[config.mk]
export PLATFORM = sky130hd
export DESIGN_NAME = ball_ctrl
export DESIGN_NICKNAME = d
export VERILOG_FILES = /design/src/rtl/ball_ctrl.sv
export SDC_FILE = /design/constraint.sdc
export NUM_CORES = 1
export LEC_CHECK = 0
export BUFFER_PORTS_ARGS = -buffer_cell sky130_fd_sc_hd__clkbuf_2
export CORE_UTILIZATION = 46
export CTS_CLUSTER_SIZE = 12
export DETAILED_ROUTE_END_ITERATION = 8
export GPL_TIMING_DRIVEN = 0
export MAX_ROUTING_LAYER = met4
export PLACE_DENSITY = 0.68
export SLEW_MARGIN = 0
export SYNTH_ARGS = -nofsm -noshare
export SYNTH_HDL_FRONTEND = slang
export SYNTH_SLANG_ARGS = --single-unit
[constraint.sdc]
create_clock -name vga_clk -period 4.6 [get_ports vga_clk]
set_input_delay 1.15 -clock vga_clk [delete_from_list [all_inputs] [get_ports vga_clk]]
set_output_delay 1.15 -clock vga_clk [all_outputs]
set_load 0.03 [all_outputs]
[src/rtl/ball_ctrl.sv]
// Ball position controller: moves a ball either from debounced-by-sync button
// requests (round-robin served, one per frame) or in autonomous bounce mode.
module ball_ctrl #(
  parameter logic [9:0] H_VALID     = 10'd640,
  parameter logic [9:0] V_VALID     = 10'd480,
  parameter int         BALL_RADIUS = 20,
  parameter int         STEP        = 10
) (
  input  logic       vga_clk,
  input  logic       sys_rst_n,
  input  logic [9:0] pix_x,
  input  logic [9:0] pix_y,
  input  logic [3:0] btn_n,
  input  logic       auto_en,
  output logic [9:0] ball_x,
  output logic [9:0] ball_y,
  output logic       frame_start,
  output logic       busy
);

  // Limits are held at 11 bits so that pos+STEP and MIN+STEP never wrap.
  localparam logic [10:0] STEP_W = 11'(STEP);
  localparam logic [10:0] XMIN   = 11'(BALL_RADIUS);
  localparam logic [10:0] XMAX   = {1'b0, H_VALID} - 11'd1 - 11'(BALL_RADIUS);
  localparam logic [10:0] YMIN   = 11'(BALL_RADIUS);
  localparam logic [10:0] YMAX   = {1'b0, V_VALID} - 11'd1 - 11'(BALL_RADIUS);
  localparam logic [9:0]  X_INIT = H_VALID >> 1;
  localparam logic [9:0]  Y_INIT = V_VALID >> 1;

  typedef enum logic [1:0] {
    IDLE  = 2'd0,
    ARB   = 2'd1,
    APPLY = 2'd2
  } state_t;

  state_t     state;
  state_t     state_next;

  logic [3:0] btn_meta;
  logic [3:0] btn_sync;
  logic [3:0] btn_prev;
  logic [3:0] btn_evt;

  logic [3:0] pending;
  logic [3:0] pending_next;
  logic [1:0] rr_ptr;
  logic [1:0] rr_next;

  logic       grant_found;
  logic [1:0] grant_idx;
  logic [1:0] search_idx;

  logic       mode_auto;
  logic       grant_valid;
  logic [1:0] grant_sel;

  logic       dir_x;
  logic       dir_y;
  logic       dir_x_next;
  logic       dir_y_next;
  logic [9:0] x_next;
  logic [9:0] y_next;

  logic       frame_cond;

  function automatic logic [9:0] step_dec(input logic [9:0] pos, input logic [10:0] lim);
    logic [10:0] p;
    p = {1'b0, pos};
    if (p >= lim + STEP_W) step_dec = 10'(p - STEP_W);
    else                   step_dec = lim[9:0];
  endfunction

  function automatic logic [9:0] step_inc(input logic [9:0] pos, input logic [10:0] lim);
    logic [10:0] p;
    p = {1'b0, pos};
    if (p + STEP_W <= lim) step_inc = 10'(p + STEP_W);
    else                   step_inc = lim[9:0];
  endfunction

  assign frame_cond = (pix_x == 10'd0) && (pix_y == V_VALID);
  assign btn_evt    = btn_prev & ~btn_sync;
  assign busy       = (state == ARB) || (state == APPLY);

  always_ff @(posedge vga_clk or negedge sys_rst_n) begin
    if (!sys_rst_n) begin
      btn_meta <= 4'hF;
      btn_sync <= 4'hF;
      btn_prev <= 4'hF;
    end else begin
      btn_meta <= btn_n;
      btn_sync <= btn_meta;
      btn_prev <= btn_sync;
    end
  end

  always_ff @(posedge vga_clk or negedge sys_rst_n) begin
    if (!sys_rst_n) begin
      state <= IDLE;
    end else begin
      state <= state_next;
    end
  end

  // A boundary seen in ARB or APPLY is dropped: only IDLE reacts to it.
  always_comb begin
    state_next = state;
    case (state)
      IDLE:    if (frame_cond) state_next = ARB;
      ARB:     state_next = APPLY;
      APPLY:   state_next = IDLE;
      default: state_next = IDLE;
    endcase
  end

  always_comb begin
    grant_found = 1'b0;
    grant_idx   = rr_ptr;
    search_idx  = rr_ptr;
    for (int i = 0; i < 4; i++) begin
      search_idx = rr_ptr + 2'(i);
      if (!grant_found && pending[search_idx]) begin
        grant_found = 1'b1;
        grant_idx   = search_idx;
      end
    end
  end

  // New events are OR-ed in last so a same-cycle press survives its own grant.
  always_comb begin
    pending_next = pending;
    rr_next      = rr_ptr;
    if (state == ARB) begin
      if (auto_en) begin
        pending_next = 4'h0;
      end else if (grant_found) begin
        pending_next[grant_idx] = 1'b0;
        rr_next                 = grant_idx + 2'd1;
      end
    end
    pending_next = pending_next | btn_evt;
  end

  always_ff @(posedge vga_clk or negedge sys_rst_n) begin
    if (!sys_rst_n) begin
      pending     <= 4'h0;
      rr_ptr      <= 2'd0;
      mode_auto   <= 1'b0;
      grant_valid <= 1'b0;
      grant_sel   <= 2'd0;
      frame_start <= 1'b0;
    end else begin
      pending     <= pending_next;
      rr_ptr      <= rr_next;
      frame_start <= frame_cond;
      if (state == ARB) begin
        mode_auto   <= auto_en;
        grant_valid <= !auto_en && grant_found;
        grant_sel   <= grant_idx;
      end
    end
  end

  // An axis landing exactly on a limit keeps its direction; the following
  // frame then sees the step as passing the limit and turns around.
  always_comb begin
    x_next     = ball_x;
    y_next     = ball_y;
    dir_x_next = dir_x;
    dir_y_next = dir_y;
    if (state == APPLY) begin
      if (mode_auto) begin
        if (dir_x) begin
          if ({1'b0, ball_x} + STEP_W > XMAX) begin
            x_next     = XMAX[9:0];
            dir_x_next = 1'b0;
          end else begin
            x_next = 10'({1'b0, ball_x} + STEP_W);
          end
        end else begin
          if ({1'b0, ball_x} < XMIN + STEP_W) begin
            x_next     = XMIN[9:0];
            dir_x_next = 1'b1;
          end else begin
            x_next = 10'({1'b0, ball_x} - STEP_W);
          end
        end
        if (dir_y) begin
          if ({1'b0, ball_y} + STEP_W > YMAX) begin
            y_next     = YMAX[9:0];
            dir_y_next = 1'b0;
          end else begin
            y_next = 10'({1'b0, ball_y} + STEP_W);
          end
        end else begin
          if ({1'b0, ball_y} < YMIN + STEP_W) begin
            y_next     = YMIN[9:0];
            dir_y_next = 1'b1;
          end else begin
            y_next = 10'({1'b0, ball_y} - STEP_W);
          end
        end
      end else if (grant_valid) begin
        case (grant_sel)
          2'd0:    x_next = step_dec(ball_x, XMIN);
          2'd1:    x_next = step_inc(ball_x, XMAX);
          2'd2:    y_next = step_dec(ball_y, YMIN);
          default: y_next = step_inc(ball_y, YMAX);
        endcase
      end
    end
  end

  always_ff @(posedge vga_clk or negedge sys_rst_n) begin
    if (!sys_rst_n) begin
      ball_x <= X_INIT;
      ball_y <= Y_INIT;
      dir_x  <= 1'b1;
      dir_y  <= 1'b1;
    end else begin
      ball_x <= x_next;
      ball_y <= y_next;
      dir_x  <= dir_x_next;
      dir_y  <= dir_y_next;
    end
  end

endmodule
Yosys cells after proc, flatten, opt, wreduce, memory -nomap -nowiden
Index checks and enable logic that the tools add are counted.
Word-level totals
  output and inout port bits: 22
  register bits: 47
  input bits: 27
  word-level logic and storage cells: 114
Operators by class
  multiplexer cells: 44
  add/subtract/negate cells: 8
  bitwise operators: 6
  eq/ne operators: 7
  order comparisons: 14
  reduce and logical (&&, ||, !) cells: 21
Operators with widths (number)
  10-bit 2-to-1 mux: 14
  10-bit case mux with 2 select lines: 2
  10-bit by 4-bit adder with 11-bit output, second input constant: 2
  10-bit by 5-bit greater-or-equal comparator with 1-bit output, second input constant: 2
  10-bit by 5-bit < comparator with 1-bit output, second input constant: 2
  10-bit by 4-bit subtractor with 10-bit output, second input constant: 2
  2-bit by 3-bit < comparator with 1-bit output, second input constant: 5
  1-bit 2-to-1 mux: 15
  4-bit 2-to-1 mux: 3
  11-bit by 10-bit > comparator with 1-bit output, second input constant: 1
  11-bit by 9-bit > comparator with 1-bit output, second input constant: 1
  11-bit by 10-bit less-or-equal comparator with 1-bit output, second input constant: 1
  11-bit by 9-bit less-or-equal comparator with 1-bit output, second input constant: 1
  10-bit by 9-bit == test with 1-bit output, second input constant: 1
  10-bit logical NOT: 1
  3-bit AND reduction: 3
  4-bit AND: 2
  1-bit binary-select mux with 2-bit select: 4
  2-bit 2-to-1 mux: 4
  4-bit inverter: 2
  1-bit logical AND: 6
  2-bit by 1-bit adder with 2-bit output, second input constant: 2
  2-bit adder, second input constant: 2
  2-bit by 1-bit == test with 1-bit output, second input constant: 2
  15 further kinds: 20

Logic depth before layout (Yosys ltp)
Gate-level depths: netlist (run 1).
  word-level depth: 22
  depth in mapped cells: 9
  gate-level depth less buffers: 9

Worst setup path after synthesis (run 1)
OpenSTA, ideal clock, no wires.
  path kind: reg2reg
  start: register ball_y[1]
  end: register ball_y[4]
  period minus slack after synthesis: 2.500 ns
  arrival time: 2.428 ns
  slack: 2.100 ns
  path buffers: 0
  setup time: 0.072 ns
  cell stages (with the launch flop): 9
  data required time: 4.528 ns
  cells stage by stage: dfrtp_1 inv_1 ha_1 nor3b_1 nor3b_1 o21ai_0 o31ai_4 a221o_1 o21ai_1
Between the ends
  longest elaborated chain between the ends: 6
  elaborated cells on any way between the ends: 14
  those cells by class: add/sub (2); order compare (4); mux (8)
Ends and longest elaborated chain
  from (decl): RTL line 16  | output logic [9:0] ball_y,
  from (signal assigned): RTL line 221  | ball_y <= y_next;
  10-bit by 4-bit adder with 11-bit output: RTL line 76, 192
  11-bit by 9-bit less-or-equal comparator with 1-bit output: RTL line 76  | if (p + STEP_W <= lim) step_inc = 10'(p + STEP_W);
  10-bit 2-to-1 mux: RTL line 76
  10-bit case mux with 2 select lines: RTL line 203  | case (grant_sel)
  10-bit 2-to-1 mux: RTL line 202  | end else if (grant_valid) begin
  10-bit 2-to-1 mux *: RTL line 171  | if (mode_auto) begin
Every way passes the cells marked *; elsewhere a longest branch is shown, timed or not. The select of a mux whose other input is x is not followed.
A chain may end at the register's enable or synchronous reset.

Final worst setup path (run 1)
Ends and elaborated chain as after synthesis.

==> results of run 1 <==
## worst max path at each step
stage / start / cells past startpoint / to / slack [ns]
floorplan: ball_y[1] / 8 / ball_y[4] / 2.10
global placement: ball_y[1] / 8 / ball_y[4] / 2.07
detailed placement: ball_y[1] / 8 / ball_y[4] / 2.03
CTS: ball_y[1] / 8 / ball_y[4] / 2.01
global route: ball_y[1] / 8 / ball_y[2] / 1.79
finish: ball_y[1] / 8 / ball_y[4] / 1.97
## per-layer routing
| layer | track usage | part of all wire |
|---|---|---|
| met1 | 0.286 | 0.45 |
| met2 | 0.358 | 0.47 |
| met3 | 0.0311 | 0.061 |
| met4 | 0.0878 | 0.024 |
| met5 | - | 0 |
## final cells by class
class | count | area [µm²]
buffer | 20 | 95.1
clock buffer | 5 | 68.8
clock inverter | 3 | 28.8
fill | 606 | 2880
inverter | 18 | 67.6
multi-input combinational | 276 | 1820
sequential | 47 | 1200
tap | 77 | 96.3
timing repair buffer | 48 | 240
## stage by stage
stage	util	hold slack, ns	area, µm²	instances	power (W)
final	0.557	0.359	3620	494	0.00245
after global routing	0.557	0.367	3620	494	0.00266
after CTS	0.557	0.362	3620	494	0.00244
after detailed placement	0.542	0.347	3520	486	0.00215
after global placement	0.542	0.346	3520	486	0.00213
after floorplan	-	0.345	3180	361	0.00180
## power groups by stage
stage               logic [W]  registers, W  clock network [W]
detailed placement    0.00144      0.000709                  0
finish                0.00146      0.000705           0.000279
floorplan             0.00102      0.000780                  0
global placement      0.00142      0.000706                  0
CTS                   0.00145      0.000703           0.000288
global route          0.00163      0.000725           0.000306
## registers in the layout, indices dropped and copies added, names as in the netlist, 2 cells and up
register	cells
ball_x	10
grant_sel	2
state	2
btn_prev	4
rr_ptr	2
pending	4
btn_meta	4
ball_y	10
btn_sync	4
## cells in the final DEF, fill, tap and decap left out, drive strengths merged, types with 6 or more instances in the layout
cell type | synthesis | routed
nand3 | 7 | 7
o31ai | 7 | 7
nand2 | 32 | 32
nor4 | 8 | 8
mux2 | 6 | 6
o211ai | 10 | 10
clkbuf | 15 | 68
ha | 15 | 15
nor2 | 16 | 16
o21ai | 36 | 36
a21oi | 30 | 30
nor2b | 9 | 9
o21a | 7 | 7
nor3 | 16 | 16
inv | 18 | 21
dfstp | 20 | 20
dfrtp | 27 | 27
## kinds of logic after synthesis
group	share of synthesized area
compound gates	0.281
buf+inv	0.0511
simple gates	0.188
mux	0.0275
flops	0.378
fa+ha+maj	0.0590
xor+xnor	0.0165
==> summary.md, run 1 <==
| Metric | Value |
|---|---|
| Post-synth top area share | 0.212 |
| Layout area overhead | 13.6% |
| Unrepaired setup endpoints after global routing | false |
| Top_reg_cell synth | dfrtp_1 |
| Rows | 29 |
| Residual DRC count | 0 |
| Mapped Cells | 361 |
| Setup bufs post-CTS | 0 |
| Initial core utilization | 0.490 |
| Worst r2r src | ball_y[1] |
| GRT overflow | 0 |
| Power per cell area | 677 mW/mm² |
| Routed wire length per instance | 15.1 µm |
| Antenna diodes | 0 |
| Run status | complete, no violations |
| CTS tree | yes |
| # H-tree levels | 2 |
| Sw Ratio | 0.513 |
| P_int | 0.00119 W |
| Period utilization | 0.571 |
| Total CTS buffers | 5 |
| Die X | 85.2 µm |
| Hold endpoint | btn_sync[0] |
| Worst path arrival time | 2.87 ns |
| Hold_sp | btn_meta[0] |
| Post-synthesis instance area | 0.00318 mm² |
| Gr usage total | 0.223 |
| DRT Wirelength | 7440 µm |
| Placement Setup Slack | 2.03 ns |
| Vias in the first global route | 2705 |
| Worst-Skew Late Latency | 0.31 ns |
| Yosys cell types | 65 |
| Slowest cell on crit path | dfrtp_1 |
| Longest Clk Path Bufs | 2 |
| Clock-pin slew on the worst setup and hold paths | 0.10 ns |
| Final worst slack | 1.97 ns |
| Hold path depth | 0 |
| Total Die Area | 0.00725 mm² |
| CP Class | flip-flop to flip-flop |
| Setup TNS | 0 ns |
| Root buffer cell | clkbuf_8 |
| # IOs | 49 |
| Worst Max-Slew Pin Slew | 1.16 ns |
| Post-synth top cells | 32 x nand2_1, 29 x a21oi_1, 27 x dfrtp_1, 27 x o21ai_0, 20 x dfstp_2 |
| Worst path top cell family by delay | compound AO/OA/AOI/OAI gates |
| Syn_area_per_cell | 8.81 µm² |
| Slowest stage delay, CP | 0.51 ns |
| Worst r2r path cells | 8 |
| CORE AREA | 0.00649 mm² |
| Initial antenna violation count | 0 |
| Pin count of the biggest net entering global routing | 48 |
| Peak supply drop | 345 µV |
| Hold Path Class | flip-flop to flip-flop |
| Hold Buf Count CTS | 0 |
| Vias | 2952 |
| Combinational power share | 0.598 |
| First-pass GRT wire length | 12700 µm |
| Fin nets | 458 |
| Seq cells post-synth | 47 |
| Number of synthesized flops with an enable pin | 0 |
| Crit path time final | 2.63 ns |
| Yosys warns | 0 |
| Post-synth top area cell | dfrtp_1 |
| Mapped Nets | 403 |
| IO Port Bufs | 48 |
| Worst reg2reg setup slack | 1.97 ns |
| Critical Path Most Common Cell | nor3b_1 |
| Initial DRC count | 179 |
| Die Ht | 85.2 µm |
| Final slew viol count | 0 |
| R2R Path End | ball_y[4] |
| Layout cells sized above 1 | 0.230 |
| Post-DRT Antenna Nets | 0 |
| DP Wirelength | 5310 µm |
| FFs w/ async S/R, synth | 1.00 |
| CP cell instances | inv_1 -> ha_1 -> nor3b_1 -> nor3b_1 -> o21ai_0 -> o31ai_4 -> a221o_1 -> o21ai_1 |
| Area contributors post-synth | dfrtp_1 21%, dfstp_2 17%, ha_1 5.9% |
| CP max FO | 9 |
| Crit end category | flip-flop |
| Drt first pass iters | 4 |
| CTS sink cnt | 47 |
| Final hold vios | 0 |
| Slew headroom | 0.228 |
| Fmax | 381 MHz |
| DR vias/cell | 5.98 |
| Sequential Power Share | 0.288 |
| LEAKAGE | 1.54 nW |
| Worst Skew | 0.00776 ns |
| Register area share after synthesis | 0.378 |
| Critical path required time | 4.84 ns |
| Crit path buf inv count | 1 |
| Max Cap Violations | 0 |
| Top-count cell post-synth | nand2_1 |
| Clock share of power | 0.114 |
| Switching Power | 0.00126 W |
| Final setup vio count | 0 |
| Post-CTS Resized | 0 |
| Startpoint Class | flip-flop |
| RD Place Congestion | 0.945 |
Note: power is estimated with default switching activity, not from simulation.
==> run 2: changes to the inputs <==
- clock period: 4.6 -> 2.6 ns (I/O delays scaled with it)
==> summary.md, run 2 (synthesis gave the netlist of run 1 again) <==
| Metric | Value |
|---|---|
| RD Place Congestion | 0.945 (unchanged) |
| Vias in the first global route | 2705 (unchanged) |
| Crit path time final | 2.44 ns (-0.184 ns) |
| Drt first pass iters | 4 (unchanged) |
| Startpoint Class | flip-flop |
| DR vias/cell | 6.09 (+2.0%) |
| Antenna diodes | 0 (unchanged) |
| Worst Skew | 0.00700 ns (-0.000763 ns) |
| Rows | 29 (unchanged) |
| Layout area overhead | 14.4% |
| Clock-pin slew on the worst setup and hold paths | 0.10 ns (about the same) |
| Most frequent cells in the layout | 49 x clkbuf_2, 32 x nand2_1, 29 x a21oi_1 |
| CP Class | flip-flop to flip-flop |
| Run status | complete, no violations |
| Final hold vios | 0 (unchanged) |
| Final setup vio count | 0 (unchanged) |
| CTS sink cnt | 47 (unchanged) |
| Slowest cell on crit path | dfrtp_2 |
| Pin count of the biggest net entering global routing | 48 (unchanged) |
| Setup TNS | 0 ns (unchanged) |
| # IOs | 49 (unchanged) |
| Total Die Area | 0.00725 mm² (unchanged) |
| Crit end category | flip-flop |
| Die Ht | 85.2 µm (unchanged) |
| Gr usage total | 0.223 (unchanged) |
| Peak supply drop | 615 µV (+78%) |
| Hold Path Class | flip-flop to flip-flop |
| Pwr Total | 0.00438 W (+79%) |
| Layout cells sized above 1 | 0.252 (+0.0222) |
| Unrepaired setup endpoints after global routing | false |
| Slew headroom | 0.228 (-0.000408) |
| Power per cell area | 1200 mW/mm² (+78%) |
| Root buffer cell | clkbuf_8 |
| CORE AREA | 0.00649 mm² (unchanged) |
| DRT Wirelength | 7460 µm (+0.30%) |
| Worst-Skew Late Latency | 0.31 ns (about the same) |
| Fmax | 409 MHz (+7.5%) |
| Die X | 85.2 µm (unchanged) |
| Worst path arrival time | 2.65 ns (-0.22 ns) |
| Post-DRT Antenna Nets | 0 (unchanged) |
| Initial core utilization | 0.490 (unchanged) |
| Routed wire length per instance | 15.1 µm (+0.50%) |
| Residual DRC count | 0 (unchanged) |
| # H-tree levels | 2 (unchanged) |
| Final slew viol count | 0 (unchanged) |
| Commonest non-fill, non-tap cell in the layout | clkbuf_2 |
| CP cell instances | clkinvlp_4 -> ha_2 -> nor3b_2 -> nor3b_1 -> o21ai_1 -> o31ai_4 -> nand3_1 -> o311ai_1 |
| Slowest stage delay, CP | 0.47 ns (-0.04 ns) |
| CP max FO | 8 (-1) |
| Biggest registers after layout | ball_x (10), ball_y (10) |
| Max Cap Violations | 0 (unchanged) |
| Fin util | 0.560 (+0.00347) |
| GRT overflow | 0 (unchanged) |
| Initial antenna violation count | 0 (unchanged) |
| DP Wirelength | 5310 µm (unchanged) |
| LEAKAGE | 1.54 nW (-0.24%) |
| First-pass GRT wire length | 12700 µm (unchanged) |
| Critical path required time | 2.81 ns (-2.03 ns) |
| Longest Clk Path Bufs | 2 (unchanged) |
| Fin nets | 457 (-0.22%) |
| Total CTS buffers | 5 (unchanged) |
| Period utilization | 0.940 (+0.368) |
| IO Port Bufs | 48 (unchanged) |
| CTS tree | yes |
| Initial DRC count | 188 (+5.0%) |
| Vias | 3004 (+1.8%) |
| Worst Max-Slew Pin Slew | 1.16 ns (+0.000612 ns) |
==> run 2: cell count changes in the layout (fill, tap and decap cells not counted), moves of 2 or more <==
cell and change:
dfrtp_2 +3, ha_1 -2, dfrtp_1 -3, ha_2 +2, clkbuf_1 -2
==> run 2: cell type report <==
class                           instances  area, µm²
Buffer                                 18       87.6
Clock buffer                            5       68.8
Clock inverter                          3       28.8
Fill cell                             603       2860
Inverter                               18       71.3
Multi-Input combinational cell        276       1830
Sequential cell                        47       1200
Tap cell                               77       96.3
Timing Repair Buffer                   49        248
==> run 2: repair_timing <==
item / 4_1_cts / 5_1_grt
hold buffers: 0 / 0
setup buffers: 0 / 1
setup endpoints to repair: 0 / 13
hold endpoints to repair: 0 / 0
resized for setup: 0 / 11
==> run 2: metrics by stage <==
stage	area, µm²	hold WS [ns]	cells	setup slack, ns
2_1_floorplan	3180	0.345	361	0.0999
3_3_place_gp	3520	0.346	486	0.0743
3_5_place_dp	3520	0.347	486	0.0327
4_1_cts	3620	0.362	494	0.0143
5_1_grt	3640	0.367	493	0.0102
6_report	3640	0.360	493	0.157
==> run 2: report_power, final <==
group	switching (W)	internal, W
sequential	0.000271	0.000993
clock	0.000292	0.000204
combinational	0.00168	0.000943
==> run 2: worst max-delay path: cells and delay by family, from the launching register on <==
kind,cells,cell delay [ns]
AND/OR/NAND/NOR,3,0.51
AO/OA/AOI/OAI,3,0.74
adder cells (fa/ha/maj),1,0.42
flip-flops,1,0.47
buffers and inverters,1,0.21
==> run 2: worst paths after layout <==
path / start / endpoint / slack, ns / depth (start not counted)
hold reg to reg: btn_meta[0] / btn_sync[0] / 0.36 / 0
setup / recovery: ball_y[1] / ball_y[6] / 0.16 / 8
setup reg to reg: ball_y[1] / ball_y[6] / 0.16 / 8
hold / removal: btn_meta[0] / btn_sync[0] / 0.36 / 0
min in group asynchronous: sys_rst_n / pending[2] / 0.56 / 1
max in group asynchronous: sys_rst_n / ball_y[2] / 1.26 / 1
==> run 2: layer usage <==
layer / GRT usage / vias to the layer above / share of wire
li1: - / 1454 / -
met1: 0.286 / 1376 / 0.44
met2: 0.358 / 153 / 0.46
met3: 0.0311 / 21 / 0.067
met4: 0.0878 / 0 / 0.027
met5: - / - / 0
